==> config.mk <==
export PLATFORM = sky130hd
export DESIGN_NAME = fc_layer_stream
export DESIGN_NICKNAME = d
export VERILOG_FILES = /design/src/rtl/fc_stream_pkg.sv /design/src/rtl/fc_layer_stream_lane.sv /design/src/rtl/fc_layer_stream.sv
export SDC_FILE = /design/constraint.sdc
export NUM_CORES = 1
export LEC_CHECK = 0
export BUFFER_PORTS_ARGS = -buffer_cell sky130_fd_sc_hd__buf_4
export CORE_AREA = 10 10 53 55
export DETAILED_ROUTE_END_ITERATION = 10
export DIE_AREA = 0 0 63 65
export PLACE_DENSITY = 0.74
export SLEW_MARGIN = 0
export SYNTH_ARGS = -nofsm -noshare
export SYNTH_HDL_FRONTEND = slang
export SYNTH_SLANG_ARGS = --single-unit
==> constraint.sdc <==
create_clock -name clk -period 1.6 [get_ports clk]
set_input_delay 0.24 -clock clk [delete_from_list [all_inputs] [get_ports clk]]
set_output_delay 0.24 -clock clk [all_outputs]
set_load 0.01 [all_outputs]
==> src/rtl/fc_stream_pkg.sv <==
// Shared types and helpers for the streaming fully connected layer:
// controller states, accumulator width rule, ReLU and output saturation.
package fc_stream_pkg;

  typedef enum logic [1:0] {
    ACCUM  = 2'd0,
    BIAS   = 2'd1,
    OUTPUT = 2'd2
  } fc_state_e;

  // Helpers work on a wide signed intermediate so they are independent of
  // the instance widths; callers sign-extend in and truncate out.
  localparam int WIDE_W = 64;

  // Smallest accumulator that holds a full-length dot product of
  // px_size-bit operands without wrapping.
  function automatic int min_acc_width(input int px_size, input int in_features);
    return 2 * px_size + $clog2(in_features);
  endfunction

  // Clamp negatives to zero when enabled.
  function automatic logic signed [WIDE_W-1:0] relu_w(input logic signed [WIDE_W-1:0] v,
                                                      input bit en);
    return (en && (v < 0)) ? '0 : v;
  endfunction

  // Saturate to the signed px_size-bit range.
  function automatic logic signed [WIDE_W-1:0] sat_px(input logic signed [WIDE_W-1:0] v,
                                                      input int px_size);
    logic signed [WIDE_W-1:0] hi;
    logic signed [WIDE_W-1:0] lo;
    hi = (64'sd1 <<< (px_size - 1)) - 64'sd1;
    lo = -(64'sd1 <<< (px_size - 1));
    if (v > hi) return hi;
    if (v < lo) return lo;
    return v;
  endfunction

endpackage

==> src/rtl/fc_layer_stream_lane.sv <==
// One MAC lane of the streaming fully connected layer: owns the weight row
// and bias of a single output feature, its accumulator and its registered,
// rectified and saturated result.
module fc_mac_lane
  import fc_stream_pkg::*;
#(
  parameter int    IN_FEATURES  = 75,
  parameter int    OUT_FEATURES = 3,
  parameter int    PX_SIZE      = 8,
  parameter int    ACC_SIZE     = 24,
  parameter int    FRAC_BITS    = 0,
  parameter int    RELU         = 1,
  parameter int    LANE         = 0,
  parameter int    IDX_W        = 7,
  parameter string WEIGHT_FILE  = "weights.coe",
  parameter string BIAS_FILE    = "biases.coe",
  parameter logic [OUT_FEATURES*IN_FEATURES*PX_SIZE-1:0] WEIGHT_INIT = '0,
  parameter logic [OUT_FEATURES*PX_SIZE-1:0]             BIAS_INIT   = '0
) (
  input  logic                      clk,
  input  logic                      rst,
  input  logic                      en_mac_i,
  input  logic                      en_bias_i,
  input  logic                      clr_i,
  input  logic signed [PX_SIZE-1:0] pixel_i,
  input  logic [IDX_W-1:0]          idx_i,
  output logic signed [PX_SIZE-1:0] res_o
);

  logic [PX_SIZE-1:0]        w_img [OUT_FEATURES*IN_FEATURES];
  logic [PX_SIZE-1:0]        b_img [OUT_FEATURES];
  logic signed [PX_SIZE-1:0] w_rom [IN_FEATURES];
  logic signed [PX_SIZE-1:0] b_rom;

  logic signed [PX_SIZE-1:0]   w_cur;
  logic signed [2*PX_SIZE-1:0] prod;
  logic signed [ACC_SIZE-1:0]  acc_q, acc_d;
  logic signed [ACC_SIZE-1:0]  acc_bias;
  logic signed [ACC_SIZE-1:0]  acc_shr;
  logic signed [WIDE_W-1:0]    acc_wide;
  logic signed [WIDE_W-1:0]    clipped;
  logic signed [PX_SIZE-1:0]   res_q, res_d;

  // ROM image from the packed init parameters.
  initial begin
    for (int k = 0; k < OUT_FEATURES*IN_FEATURES; k++)
      w_img[k] = WEIGHT_INIT[k*PX_SIZE +: PX_SIZE];
    for (int k = 0; k < OUT_FEATURES; k++)
      b_img[k] = BIAS_INIT[k*PX_SIZE +: PX_SIZE];
    for (int i = 0; i < IN_FEATURES; i++)
      w_rom[i] = w_img[LANE*IN_FEATURES + i];
    b_rom = b_img[LANE];
  end

  // Multiply-accumulate, bias injection and result formatting.
  always_comb begin
    w_cur    = w_rom[idx_i];
    prod     = (2*PX_SIZE)'(pixel_i) * (2*PX_SIZE)'(w_cur);
    acc_bias = acc_q + (ACC_SIZE'(b_rom) <<< FRAC_BITS);
    acc_shr  = acc_bias >>> FRAC_BITS;
    acc_wide = WIDE_W'(acc_shr);
    clipped  = sat_px(relu_w(acc_wide, RELU != 0), PX_SIZE);
    acc_d    = acc_q;
    res_d    = res_q;
    if (clr_i) begin
      acc_d = '0;
    end else if (en_mac_i) begin
      acc_d = acc_q + ACC_SIZE'(prod);
    end else if (en_bias_i) begin
      acc_d = acc_bias;
      res_d = clipped[PX_SIZE-1:0];
    end
  end

  // Accumulator and result registers; result holds until the next bias step.
  always_ff @(posedge clk) begin
    if (rst) begin
      acc_q <= '0;
      res_q <= '0;
    end else begin
      acc_q <= acc_d;
      res_q <= res_d;
    end
  end

  assign res_o = res_q;

endmodule

==> src/rtl/fc_layer_stream.sv <==
// Streaming fully connected layer: one pixel per handshake, OUT_FEATURES
// parallel MAC lanes, bias + optional ReLU + rescale/saturate, result vector
// on a valid/ready port. Frame length is counted; in_last is only checked.
module fc_layer_stream
  import fc_stream_pkg::*;
#(
  parameter int    IN_FEATURES  = 75,
  parameter int    OUT_FEATURES = 3,
  parameter int    PX_SIZE      = 8,
  parameter int    ACC_SIZE     = 24,
  parameter int    FRAC_BITS    = 0,
  parameter int    RELU         = 1,
  parameter string WEIGHT_FILE  = "weights.coe",
  parameter string BIAS_FILE    = "biases.coe",
  parameter logic [OUT_FEATURES*IN_FEATURES*PX_SIZE-1:0] WEIGHT_INIT = '0,
  parameter logic [OUT_FEATURES*PX_SIZE-1:0]             BIAS_INIT   = '0
) (
  input  logic                                  clk,
  input  logic                                  rst,
  input  logic                                  in_valid,
  output logic                                  in_ready,
  input  logic signed [PX_SIZE-1:0]             in_data,
  input  logic                                  in_last,
  output logic                                  out_valid,
  input  logic                                  out_ready,
  output logic [OUT_FEATURES-1:0][PX_SIZE-1:0]  out_data,
  output logic                                  err_len
);

  localparam int              IDX_W    = (IN_FEATURES > 1) ? $clog2(IN_FEATURES) : 1;
  localparam logic [IDX_W-1:0] IDX_LAST = IDX_W'(IN_FEATURES - 1);

  if (ACC_SIZE < min_acc_width(PX_SIZE, IN_FEATURES)) begin : g_acc_width_chk
    $error("fc_layer_stream: ACC_SIZE narrower than 2*PX_SIZE+clog2(IN_FEATURES)");
  end

  fc_state_e        state_q, state_d;
  logic [IDX_W-1:0] idx_q, idx_d;
  logic             err_q, err_d;
  logic             en_mac, en_bias, clr;
  logic             last_px;

  assign in_ready  = (state_q == ACCUM) && !rst;
  assign out_valid = (state_q == OUTPUT);
  assign err_len   = err_q;

  // Next-state, pixel counter and length check.
  always_comb begin
    state_d = state_q;
    idx_d   = idx_q;
    err_d   = 1'b0;
    en_mac  = 1'b0;
    en_bias = 1'b0;
    clr     = 1'b0;
    last_px = (idx_q == IDX_LAST);
    unique case (state_q)
      ACCUM: begin
        if (in_valid && in_ready) begin
          en_mac = 1'b1;
          err_d  = (in_last != last_px);
          if (last_px) begin
            idx_d   = '0;
            state_d = BIAS;
          end else begin
            idx_d = idx_q + IDX_W'(1);
          end
        end
      end
      BIAS: begin
        en_bias = 1'b1;
        state_d = OUTPUT;
      end
      OUTPUT: begin
        if (out_ready) begin
          clr     = 1'b1;
          state_d = ACCUM;
        end
      end
      default: state_d = ACCUM;
    endcase
  end

  // Controller state registers.
  always_ff @(posedge clk) begin
    if (rst) begin
      state_q <= ACCUM;
      idx_q   <= '0;
      err_q   <= 1'b0;
    end else begin
      state_q <= state_d;
      idx_q   <= idx_d;
      err_q   <= err_d;
    end
  end

  for (genvar c = 0; c < OUT_FEATURES; c++) begin : g_lane
    fc_mac_lane #(
      .IN_FEATURES (IN_FEATURES),
      .OUT_FEATURES(OUT_FEATURES),
      .PX_SIZE     (PX_SIZE),
      .ACC_SIZE    (ACC_SIZE),
      .FRAC_BITS   (FRAC_BITS),
      .RELU        (RELU),
      .LANE        (c),
      .IDX_W       (IDX_W),
      .WEIGHT_FILE (WEIGHT_FILE),
      .BIAS_FILE   (BIAS_FILE),
      .WEIGHT_INIT (WEIGHT_INIT),
      .BIAS_INIT   (BIAS_INIT)
    ) u_lane (
      .clk      (clk),
      .rst      (rst),
      .en_mac_i (en_mac),
      .en_bias_i(en_bias),
      .clr_i    (clr),
      .pixel_i  (in_data),
      .idx_i    (idx_q),
      .res_o    (out_data[c])
    );
  end

endmodule

==> impl_metrics.py <==
metrics = {
    "power": {
        "p_total_uw": 536,
        "power.density_nw_per_um2": 599,
        "peakVddDrop_mv": 0.427,
        "leakage_nw": 0.415,
    },
    "worst_setup_path": {
        "crit_fanout": 8,
        "endpoint_kind": "flip-flop",
        "cp_top_family": "simple AND/OR/NAND/NOR gates",
        "cpPeakStageDelay_ns": 0.49,
        "timing.rr.end": "idx_q[6]",
        "critPathBufInv": 1,
        "cp_slowest_cell": "nor4b_4",
        "r2r-start": "state_q[0]",
        "path_cells": "buf_4 > nor4b_4 > a41oi_1 > a311oi_1",
        "cp.required_ns": 1.78,
        "critical_path_arrival_ns": 1.67,
        "worstSetupPathType": "reg2reg",
        "r2r_cells": 4,
        "reg2reg_slack_ns": 0.11,
        "cp-start-kind": "flip-flop",
    },
    "min_path": {
        "min_path_cells": 2,
        "min_from": "rst",
        "hold_path_end": "state_q[1]",
        "hold_path.class": "in2reg",
    },
    "global_route": {
        "grt_max_degree": 13,
        "antenna_found_initial": 0,
        "grt-ovfl-total": 0,
        "track_usage": 0.0841,
        "grt_pass1_wl_microns": 2880,
        "grt_pass1_vias": 614,
    },
    "routing": {
        "via_count": 608,
        "drcViolationCount": 0,
        "viasPerCell": 4.86,
        "drtAntennaViolNets": 0,
        "drt-total-wl_microns": 1670,
        "first_iter_violations": 25,
        "wl_per_cell_microns": 13.3,
        "drtPass1Iterations": 4,
    },
    "clocking": {
        "cts_setup_buffers": 0,
        "path_clk_slew_ns": 0.07,
        "tritoncts": "built",
        "cts_root_buf": "clkbuf_4",
        "cts-resized-gates": 0,
        "htreeDepth": 1,
        "clk_latency_ns": 0.26,
        "cts.sinks": 12,
        "holdBufCountCts": 0,
        "cts_buffers": 3,
        "cts_buffer_depth": 2,
    },
    "yosys": {
        "synth_area_sq_um": 743,
        "syn_inst": 83,
        "synth_top_area_frac": 0.323,
        "ys_ff_latch": 12,
        "synth.net_count": 98,
        "synth_top_area_cell": "dfxtp_1",
        "seq_area_frac_synth": 0.323,
        "synth_cell_types": 31,
        "avgSynthCellArea_sq_um": 8.95,
        "synth_ff_type": "dfxtp_1",
        "ys_async_sr_fraction": 0,
        "synthTopCellsByArea": "dfxtp_1, buf_4, a21oi_1",
        "synth-edff-count": 0,
        "synth_warnings": 0,
    },
    "floorplanning": {
        "fp-row-count": 16,
        "die_x_microns": 63,
        "core-area_sq_um": 1860,
        "die_h_microns": 65,
        "initial_core_util": 0.399,
        "ioPinCount": 40,
        "die_area_sq_um": 4100,
    },
    "timing": {
        "tightest_slew_ns": 0.477,
        "final-setup-viol-count": 0,
        "hold_viol_final": 0,
        "layout_worst_path_cycle_share": 0.933,
        "final_max_slew_viol_count": 0,
        "fin_crit_ns": 1.49,
        "setup_tns_ns": 0,
        "max_freq_mhz": 670,
        "rsz0062_at_grt": "no",
        "slew_headroom": 0.681,
        "fin_skew_ns": 0.00357,
    },
    "cells_and_area": {
        "area_growth_pct": 20.5,
        "drive_above_1_share": 0.459,
        "final_cells": 125,
        "final_core_util": 0.481,
        "final_nets": 115,
        "diodes": 0,
    },
    "place": {
        "port_buffers": 31,
        "place_congestion": 0.785,
        "dp_cells": 122,
        "hpwl_microns": 1350,
    },
    "run_status": {
        "outcome": "complete, no violations",
    },
    "run": {
        "max_cap_viol_count": 0,
    },
}
## power breakdown
group | switching [mW] | leakage, nW | total [mW] | internal (mW)
Sequential | 0.00357 | 0.0971 | 0.307 | 0.303
Combinational | 0.0267 | 0.304 | 0.0505 | 0.0238
Clock | 0.0920 | 0.0138 | 0.179 | 0.0869
Total | 0.122 | 0.415 | 0.536 | 0.414
## cells in the mapped netlist, drive strengths merged, types with 2 or more instances
cell     n
inv      3
nor4b    2
buf     23
and2     2
nand3b   2
a21oi    6
nand2    3
nor2     5
dfxtp   12
nand3    3
a31oi    2
ha       2
and3     3
o21ai    2
nor3     3
## layer usage
layer | vias up | routed length (microns) | track usage
met3 | 0 | 216 | 0.0567
met2 | 33 | 782 | 0.140
met5 | - | 0 | 0
met4 | 0 | 0 | 0.0251
li1 | 301 | - | -
met1 | 274 | 670 | 0.0841
## through the flow
stage	cell area (sq um)	hold WS [ns]	setup WS, ns
2_1_floorplan	743	0.385	0.210
3_3_place_gp	873	0.466	0.123
3_5_place_dp	873	0.477	0.104
4_1_cts	896	0.186	0.0982
5_1_grt	896	0.177	0.0228
6_report	896	0.192	0.107
## cell type report
cell class	count	area (sq um)
inverters	3	11.3
clock buffers	3	22.5
multi-input cells	44	318
well taps	27	33.8
repair buffers	36	270
flip-flops and latches	12	240
fillers	187	966
## kinds of logic (layout without fill, tap and decap cells)
kind of cell / after synthesis / in the layout / synth area share
buffers and inverters: 27 / 42 / 0.249
and+or+nand+nor: 26 / 26 / 0.229
AOI/OAI and AO/OA: 15 / 15 / 0.153
DFF: 12 / 12 / 0.323
adders and majority gates: 2 / 2 / 0.0337
xor gates and xnor gates: 1 / 1 / 0.0118
## state kept, by name, indices dropped and copies added (netlist names)
name and count:
state_q 2, err_len 1, g_lane.u_lane.res_o 2, idx_q 7
## how the worst max path moves through the flow
stage / from / to / slack, ns / depth (start not counted)
after global placement: rst / idx_q[2] / 0.12 / 4
after CTS: state_q[0] / idx_q[6] / 0.1 / 4
after global routing: state_q[0] / idx_q[6] / 0.02 / 4
after floorplan: state_q[0] / idx_q[2] / 0.21 / 4
final: state_q[0] / idx_q[6] / 0.11 / 4
after detailed placement: state_q[0] / idx_q[6] / 0.10 / 4
## layout by cell type, fill, tap and decap left out, types with 2 or more instances in the layout
master / count
nor2_1: 4
and2_1: 2
buf_4: 36
clkbuf_4: 3
ha_1: 2
a21oi_1: 5
nand3_1: 3
nor3_1: 3
and3_1: 3
inv_1: 2
nand3b_1: 2
dfxtp_1: 12
nand2_1: 3
o21ai_1: 2
No activity file was read; power rests on OpenSTA's default activity.
